--- config.mk ---
export PLATFORM = sky130hd
export DESIGN_NAME = branch_trace_compressor
export DESIGN_NICKNAME = d
export VERILOG_FILES = /design/src/rtl/branch_trace_compressor.sv
export SDC_FILE = /design/constraint.sdc
export NUM_CORES = 1
export LEC_CHECK = 0
export CAP_MARGIN = 20
export CORE_AREA = 2 2 188 190
export CTS_BUF_LIST = sky130_fd_sc_hd__clkbuf_8
export CTS_CLUSTER_DIAMETER = 200
export CTS_CLUSTER_SIZE = 28
export DETAILED_ROUTE_END_ITERATION = 10
export DIE_AREA = 0 0 190 192
export PLACE_DENSITY_LB_ADDON = 0.12
export SLEW_MARGIN = 30
export SYNTH_ARGS = -nofsm -noshare
export SYNTH_HDL_FRONTEND = slang
export SYNTH_SLANG_ARGS = --single-unit
--- constraint.sdc ---
create_clock -name clk -period 5.3 [get_ports clk]
set_input_delay 1.06 -clock clk [delete_from_list [all_inputs] [get_ports clk]]
set_output_delay 1.06 -clock clk [all_outputs]
set_load 0.05 [all_outputs]
--- src/rtl/branch_trace_compressor.sv ---
// rtl/branch_trace_compressor.sv - retire stream to discontinuity packets, 2-entry output FIFO
module branch_trace_compressor #(
  parameter int          XLEN      = 64,
  parameter int unsigned MAX_RUN   = 1024,
  parameter int          PKT_WIDTH = XLEN + 32
) (
  input  logic                 clk,
  input  logic                 rst_n,
  input  logic                 enable,
  input  logic [31:0]          instr,
  input  logic [XLEN-1:0]      pc,
  input  logic                 pc_valid,
  output logic                 pkt_valid,
  input  logic                 pkt_ready,
  output logic [PKT_WIDTH-1:0] pkt_data,
  output logic [31:0]          dropped_count,
  output logic                 overflow
);

  localparam logic [31:0] MAX_RUN_L = 32'(MAX_RUN);

  logic                 first;
  logic [XLEN-1:0]      expected_pc;
  logic [31:0]          run;
  logic [PKT_WIDTH-1:0] entry0, entry1;
  logic [1:0]           count;

  logic                 retire;
  logic [XLEN-1:0]      step;
  logic                 emit;
  logic [PKT_WIDTH-1:0] emit_data;
  logic [31:0]          run_next;
  logic                 pop, push, drop;

  assign retire = enable & pc_valid;
  assign step   = (instr[1:0] == 2'b11) ? XLEN'(4) : XLEN'(2);

  always_comb begin
    emit      = 1'b0;
    emit_data = '0;
    run_next  = run;
    if (retire) begin
      if (first) begin
        emit      = 1'b1;
        emit_data = {pc, 32'd0};
        run_next  = 32'd1;
      end else if (pc != expected_pc) begin
        emit      = 1'b1;
        emit_data = {pc, run};
        run_next  = 32'd1;
      end else if (run == MAX_RUN_L) begin
        emit      = 1'b1;
        emit_data = {pc, MAX_RUN_L};
        run_next  = 32'd1;
      end else begin
        run_next  = run + 32'd1;
      end
    end
  end

  // A full FIFO still accepts a push when its head leaves on the same edge.
  assign pop  = (count != 2'd0) & pkt_ready;
  assign push = emit & ((count != 2'd2) | pop);
  assign drop = emit & ~push;

  always_ff @(posedge clk) begin
    if (!rst_n) begin
      first         <= 1'b1;
      expected_pc   <= '0;
      run           <= '0;
      entry0        <= '0;
      entry1        <= '0;
      count         <= 2'd0;
      dropped_count <= '0;
      overflow      <= 1'b0;
    end else begin
      if (!enable) begin
        first <= 1'b1;
      end else if (retire) begin
        first       <= 1'b0;
        run         <= run_next;
        expected_pc <= pc + step;
      end

      case ({push, pop})
        2'b11: begin
          if (count == 2'd1) begin
            entry0 <= emit_data;
          end else begin
            entry0 <= entry1;
            entry1 <= emit_data;
          end
        end
        2'b10: begin
          if (count == 2'd0) entry0 <= emit_data;
          else               entry1 <= emit_data;
          count <= count + 2'd1;
        end
        2'b01: begin
          entry0 <= entry1;
          count  <= count - 2'd1;
        end
        default: ;
      endcase

      if (drop) begin
        overflow <= 1'b1;
        if (dropped_count != 32'hFFFF_FFFF) dropped_count <= dropped_count + 32'd1;
      end
    end
  end

  assign pkt_valid = (count != 2'd0);
  assign pkt_data  = entry0;

endmodule

# Yosys cells after proc, flatten, opt, wreduce, memory -nomap -nowiden
# Cells that the tools add are included.
word_totals:
  register_bits: 324
  in_bits: 101
classes:
  reduce_logical: 10
  eq_ne: 12
  bitwise_logic: 6
  muxes: 19
  add_sub_neg: 5
ops:
  columns: ["cell", "count"]
  rows:
  - ["96-bit two-way mux", 8]
  - ["96-bit case mux with 3 select lines", 1]
  - ["96-bit case mux with 2 select lines", 1]
  - ["32-bit two-way mux", 3]
  - ["32-bit by 1-bit adder with 32-bit output, second input constant", 2]
  - ["64-bit by 3-bit adder with 64-bit output", 1]
  - ["64-bit inequality test", 1]
  - ["32-bit by 11-bit equality test with 1-bit output, second input constant", 1]
  - ["32-bit inequality test, second input constant", 1]
  - ["2-bit inequality test, second input constant", 4]
  - ["2-bit AND reduction", 4]
  - ["2-bit equality test, second input constant", 3]
  - ["2-bit nonzero test", 3]
  - ["1-bit AND", 4]
  - ["2-bit by 1-bit equality test with 1-bit output, second input constant", 2]
  - ["1-bit two-way mux", 4]
  - ["2-bit case mux with 2 select lines", 1]
  - ["3-bit two-way mux", 1]
  - ["3-bit AND reduction", 1]
  - ["3-bit nonzero test", 1]
  - ["2-bit by 1-bit adder with 2-bit output, second input constant", 1]
  - ["2-bit logical NOT", 1]
  - ["2-bit by 1-bit subtractor with 2-bit output, second input constant", 1]
  - ["1-bit NOT", 1]
  - ["1-bit bitwise OR", 1]

# Logic depth before layout (Yosys ltp)
depth:
  ltp_word: 9
  mapped_depth: 14

# Worst setup path before layout
# No wires, ideal clock.
synth_timing:
  path_type: "input to register"
  from: "input port instr[0]"
  to: "register expected_pc[61]"
  n_path_buf: 2
  path_slack_ns: 1.704
  arrival_time_ns: 3.463
  t_required_ns: 5.168
  stages: 14
  cell_sequence: "nand2_1 ha_1 inv_1 fa_1 and4b_1 clkbuf_1 nand4_1 or2_0 clkbuf_1 nor2_1 nand3_1 nor2_1 xnor2_1 a21oi_1"
synth_between:
  elab_chain_len: 3
synth_rtl:
  columns: ["item", "line_no", "text"]
  rows:
  - ["from (decl)", "10", "input logic [31:0] instr,"]
  - ["2-bit equality test", "36", "assign step = (instr[1:0] == 2'b11) ? XLEN'(4) : XLEN'(2);"]
  - ["3-bit two-way mux", "36", null]
  - ["64-bit by 3-bit adder with 64-bit output", "82", "expected_pc <= pc + step;"]
  - ["to (signal assigned)", "82", null]
  - ["to (decl)", "23", "logic [XLEN-1:0] expected_pc;"]
# No other way between the ends.
# A chain may end at the register's enable or synchronous reset.

# Worst setup path in the final report
layout_timing:
  from: "input port pc[16]"
  to: "register entry0[60], in the netlist pkt_data[60]"
layout_between:
  elab_chain_len: 8
layout_rtl:
  columns: ["item", "line_no", "text"]
  rows:
  - ["from (decl)", "11", "input logic [XLEN-1:0] pc,"]
  - ["64-bit inequality test *", "47", "end else if (pc != expected_pc) begin"]
  - ["1-bit two-way mux", "47", null]
  - ["1-bit two-way mux", "43", "if (first) begin"]
  - ["1-bit two-way mux", "42", "if (retire) begin"]
  - ["1-bit AND", "63", "assign push = emit & ((count != 2'd2) | pop);"]
  - ["2-bit equality test / 2-bit by 1-bit equality test with 1-bit output (equally long branches)", "85", "case ({push, pop})"]
  - ["2-bit inequality test (no line) / 3-bit nonzero test (equally long branches)", null, null]
  - ["2-bit AND reduction (no line)", null, null]
  - ["to (signal assigned)", "88", "entry0 <= emit_data;"]
  - ["to (signal assigned)", "90", "entry0 <= entry1;"]
  - ["to (signal assigned)", "95", "if (count == 2'd0) entry0 <= emit_data;"]
  - ["to (decl)", "25", "logic [PKT_WIDTH-1:0] entry0, entry1;"]
# Every way passes the cells marked *; elsewhere a longest branch is shown, timed or not. The select of a mux whose other input is x is not followed.

==> implementation parameters <==
Parameter                              Value

Status
  Outcome ... completed

Placed design
  Final estimated routing congestion in global placement ... 0.8386
  Detailed-placement wirelength estimate ... 30250 um
  Placement-stage cell area ... 19020 um^2
  I/O Buffers ... 200

Clock tree
  Resized cells post-CTS ... 0
  CTS clock-pin slew for the worst setup and hold paths ... 0.17 ns
  Sink count of the clock tree ... 324
  Clock Path Buffers ... 3
  TritonCTS clock tree ... done
  Insertion delay to the later sink of the worst-skew pair ... 0.59 ns
  Number of buffers added to fix hold violations after cts ... 0
  Number of CTS-inserted buffers ... 15
  Post-CTS setup buffers ... 0
  Clk root buf ... sky130_fd_sc_hd__clkbuf_8
  H-Tree Level Count ... 1

Setup path
  Startpoint type of the worst setup path ... primary input
  CP startpoint ... pc[16]
  Worst Path Class, Setup ... in2reg
  Crit Reg-Reg Endpoint ... pkt_data[60]
  Worst-case reg-to-reg path depth ... 9
  R2R Path Start ... run[1]
  CP Data Required Time ... 5.71 ns
  Register-to-register path setup slack ... 1.92 ns
  Critical path endpoint category ... register
  Largest fanout of any net on the critical path ... 43
  Worst EP arrival ... 4.47 ns
  Worst setup path endpoint ... pkt_data[60]

STA
  Worst Skew ... 0.04102 ns
  RSZ-0062 raised after global routing ... false
  Count of endpoints failing hold in the final timing report ... 0
  Shortest clock period the worst path allows after layout ... 4.058 ns
  Worst-margin pin slew ... 0.8757 ns
  Total Neg Setup Slack ... 0 ns
  Slew headroom ... 0.4108
  Count of final max-slew check failures ... 0
  Fin crit share ... 0.7657
  Worst hold margin ... 0.4670 ns
  Max Fclk ... 0.2464 GHz
  Number of failing setup endpoints in the final timing report ... 0

GRT
  Wire length of the first global-routing pass ... 78990 um
  Total congestion overflow after global routing ... 0
  Pin count of the biggest net entering global routing ... 111
  Overall routing resource usage ... 0.2617
  Initial antenna violation count ... 1
  Number of global-route vias before repair ... 14.88k

Die
  Row count ... 68
  Area of the die ... 36480 um^2
  Core region area ... 34290 um^2
  Starting density of the core ... 0.4957
  Chip width ... 190 um
  Die Span Y ... 192 um
  Num ports ... 231

Pwr
  Leak ... 6.203 nW
  Part of the power in registers ... 0.408
  Switching part of the total ... 0.4504
  Net switching power of the design ... 3.280 mW
  Power density over the cells ... 378.3 nW/um^2
  Worst vdd rail ir drop ... 0.0003224 V
  Logic gate share of total power ... 0.449
  Internal power consumption ... 4.002 mW
  Part of the power in the clock network ... 0.144
  Post-layout power ... 7.283 mW

Hold path
  Hold Path Cell Cnt ... 2
  Class of the tightest hold or removal check ... reg2reg

Logic synthesis
  Post-synth EDFFs ... 0
  Post-synth design cell area ... 17000 um^2
  FF+latch count, synth ... 324
  Synthesized net count ... 2261
  Share of synthesized flip-flops with an asynchronous set or reset ... 0
  Yosys warning count ... 0
  Post-synth top flop ... sky130_fd_sc_hd__dfxtp_1
  Portion of the post-synthesis area used by sequential elements ... 0.3817
  Synthesized area per cell ... 7.901 um^2
  Synth unique cells ... 57
  Gate count of the mapped netlist ... 2151

Route
  Final WL ... 48400 um
  First-pass DRT Iterations ... 5
  Number of vias in the routed layout ... 15.59k
  Routed length per instance ... 18.39 um
  Post-detailed-route DRC marker count ... 0
  Post-detailed-route via-to-cell ratio ... 5.925
  Routed Antenna Nets ... 0
  Iteration-0 DRC Markers ... 1146

Flow run
  Maxcap violations ... 0

Final layout
  Area of all placed cells without fillers ... 19250 um^2
  Share of layout cells above drive strength 1 ... 0.03724
  Synthesis-to-finish area growth ... 13.27%
  Post-Route Utilization ... 0.5615
  Final layout net count ... 2286
-- synthesized netlist by cell type, types with 2 or more instances --
cell	n	area, um^2
sky130_fd_sc_hd__a211oi_1	33	247.7
sky130_fd_sc_hd__a21oi_1	63	315.3
sky130_fd_sc_hd__a22oi_1	96	720.7
sky130_fd_sc_hd__a311oi_1	5	43.79
sky130_fd_sc_hd__a31oi_1	155	969.7
sky130_fd_sc_hd__and2_1	68	425.4
sky130_fd_sc_hd__and3_1	51	319.1
sky130_fd_sc_hd__and4_1	16	140.1
sky130_fd_sc_hd__buf_1	11	41.29
sky130_fd_sc_hd__buf_2	53	265.3
sky130_fd_sc_hd__buf_4	7	52.55
sky130_fd_sc_hd__buf_6	8	90.09
sky130_fd_sc_hd__clkbuf_1	155	581.8
sky130_fd_sc_hd__dfxtp_1	324	6486
sky130_fd_sc_hd__ha_1	8	100.1
sky130_fd_sc_hd__inv_1	20	75.07
sky130_fd_sc_hd__mux2i_1	4	40.04
sky130_fd_sc_hd__nand2_1	225	844.6
sky130_fd_sc_hd__nand3_1	91	455.4
sky130_fd_sc_hd__nand3b_1	2	15.01
sky130_fd_sc_hd__nand4_1	48	300.3
sky130_fd_sc_hd__nand4b_1	2	17.52
sky130_fd_sc_hd__nor2_1	200	750.7
sky130_fd_sc_hd__nor2b_1	34	212.7
sky130_fd_sc_hd__nor3_1	19	95.09
sky130_fd_sc_hd__nor4_1	10	62.56
sky130_fd_sc_hd__nor4_2	2	25.02
sky130_fd_sc_hd__nor4_4	3	63.81
sky130_fd_sc_hd__nor4b_1	3	26.28
sky130_fd_sc_hd__o211ai_1	2	15.01
sky130_fd_sc_hd__o21ai_0	161	805.8
sky130_fd_sc_hd__o2bb2ai_1	64	560.5
sky130_fd_sc_hd__o31a_1	5	43.79
sky130_fd_sc_hd__or3_1	10	62.56
sky130_fd_sc_hd__xnor2_1	111	972.2
sky130_fd_sc_hd__xnor2_2	2	32.53
sky130_fd_sc_hd__xor2_1	60	525.5
-- area by class of cell --
class | instances | area (um^2)
clock buffer | 15 | 206.4
multi-input combinational | 1572 | 9460
tap | 455 | 569.3
sequential | 324 | 6486
clock inverter | 1 | 16.27
fill | 3235 | 15040
antenna | 1 | 2.502
inverter | 21 | 83.83
timing repair buffer | 242 | 2426
-- registers in the layout, summed over array words and instances (netlist names) --
| register | count |
|---|---|
| first | 1 |
| pkt_data | 96 |
| expected_pc | 64 |
| dropped_count | 32 |
| count | 2 |
| run | 32 |
| overflow | 1 |
| entry1 | 96 |
-- critical path, cell delays in order --
cell and delay [ns]:
sky130_fd_sc_hd__clkdlybuf4s50_1 0.61, sky130_fd_sc_hd__xnor2_1 0.48, sky130_fd_sc_hd__nand4_1 0.23, sky130_fd_sc_hd__nor4_2 0.40
sky130_fd_sc_hd__nand4_4 0.28, sky130_fd_sc_hd__o211a_2 0.57, sky130_fd_sc_hd__buf_4 0.42, sky130_fd_sc_hd__a22oi_1 0.27
sky130_fd_sc_hd__a31oi_1 0.12
-- per-stage QoR --
step | setup WS (ns) | instances
3_3_place_gp | 0.7579 | 2613
2_1_floorplan | 1.704 | 2151
6_report | 1.242 | 2631
3_5_place_dp | 0.7167 | 2614
5_1_grt | 1.102 | 2631
4_1_cts | 1.341 | 2630
-- worst min-delay path by stage --
stage                from    endpoint
2_1_floorplan  entry1[10]  entry1[10]
3_3_place_gp   entry1[10]  entry1[10]
3_5_place_dp   entry1[10]  entry1[10]
4_1_cts        entry1[10]  entry1[10]
5_1_grt        entry1[10]  entry1[10]
6_report       entry1[10]  entry1[10]
-- routing by layer --
metal | up-vias | part of all wire | GRT usage | wire [um]
li1 | 7636 | - | - | -
met1 | 7426 | 0.45 | 0.3522 | 21740
met2 | 463 | 0.48 | 0.4478 | 23230
met3 | 63 | 0.047 | 0.02193 | 2261
met4 | 0 | 0.024 | 0.07752 | 1166
met5 | - | 0 | 0 | 0
-- cell families after synthesis --
kind of cell,synth area share
muxes,0.002356
buffers and inverters,0.06530
adders and majority gates,0.007068
and+or+nand+nor,0.2296
xor gates and xnor gates,0.09004
AOI/OAI and AO/OA,0.2240
DFF,0.3817
-- power groups by stage --
stage          clock (mW)  combinational, mW  sequential [mW]
6_report             1.05               3.27             2.97
3_3_place_gp            0               3.22             3.02
2_1_floorplan           0               1.25             3.94
4_1_cts              1.08               3.26             2.97
5_1_grt              1.16               3.48             3.01
3_5_place_dp            0               3.25             3.02
-- layout by cell type, fill, tap and decap left out, types with 48 or more instances in the layout --
cell type                           n
sky130_fd_sc_hd__nor2_1           200
sky130_fd_sc_hd__a31oi_1          155
sky130_fd_sc_hd__dfxtp_1          324
sky130_fd_sc_hd__o2bb2ai_1         64
sky130_fd_sc_hd__o21ai_0          161
sky130_fd_sc_hd__and3_1            51
sky130_fd_sc_hd__xnor2_1          111
sky130_fd_sc_hd__a21oi_1           63
sky130_fd_sc_hd__clkdlybuf4s50_1  199
sky130_fd_sc_hd__nand4_1           48
sky130_fd_sc_hd__nand2_1          225
sky130_fd_sc_hd__nand3_1           91
sky130_fd_sc_hd__xor2_1            60
sky130_fd_sc_hd__and2_1            66
sky130_fd_sc_hd__a22oi_1           96
(Power assumes the default switching activity.)
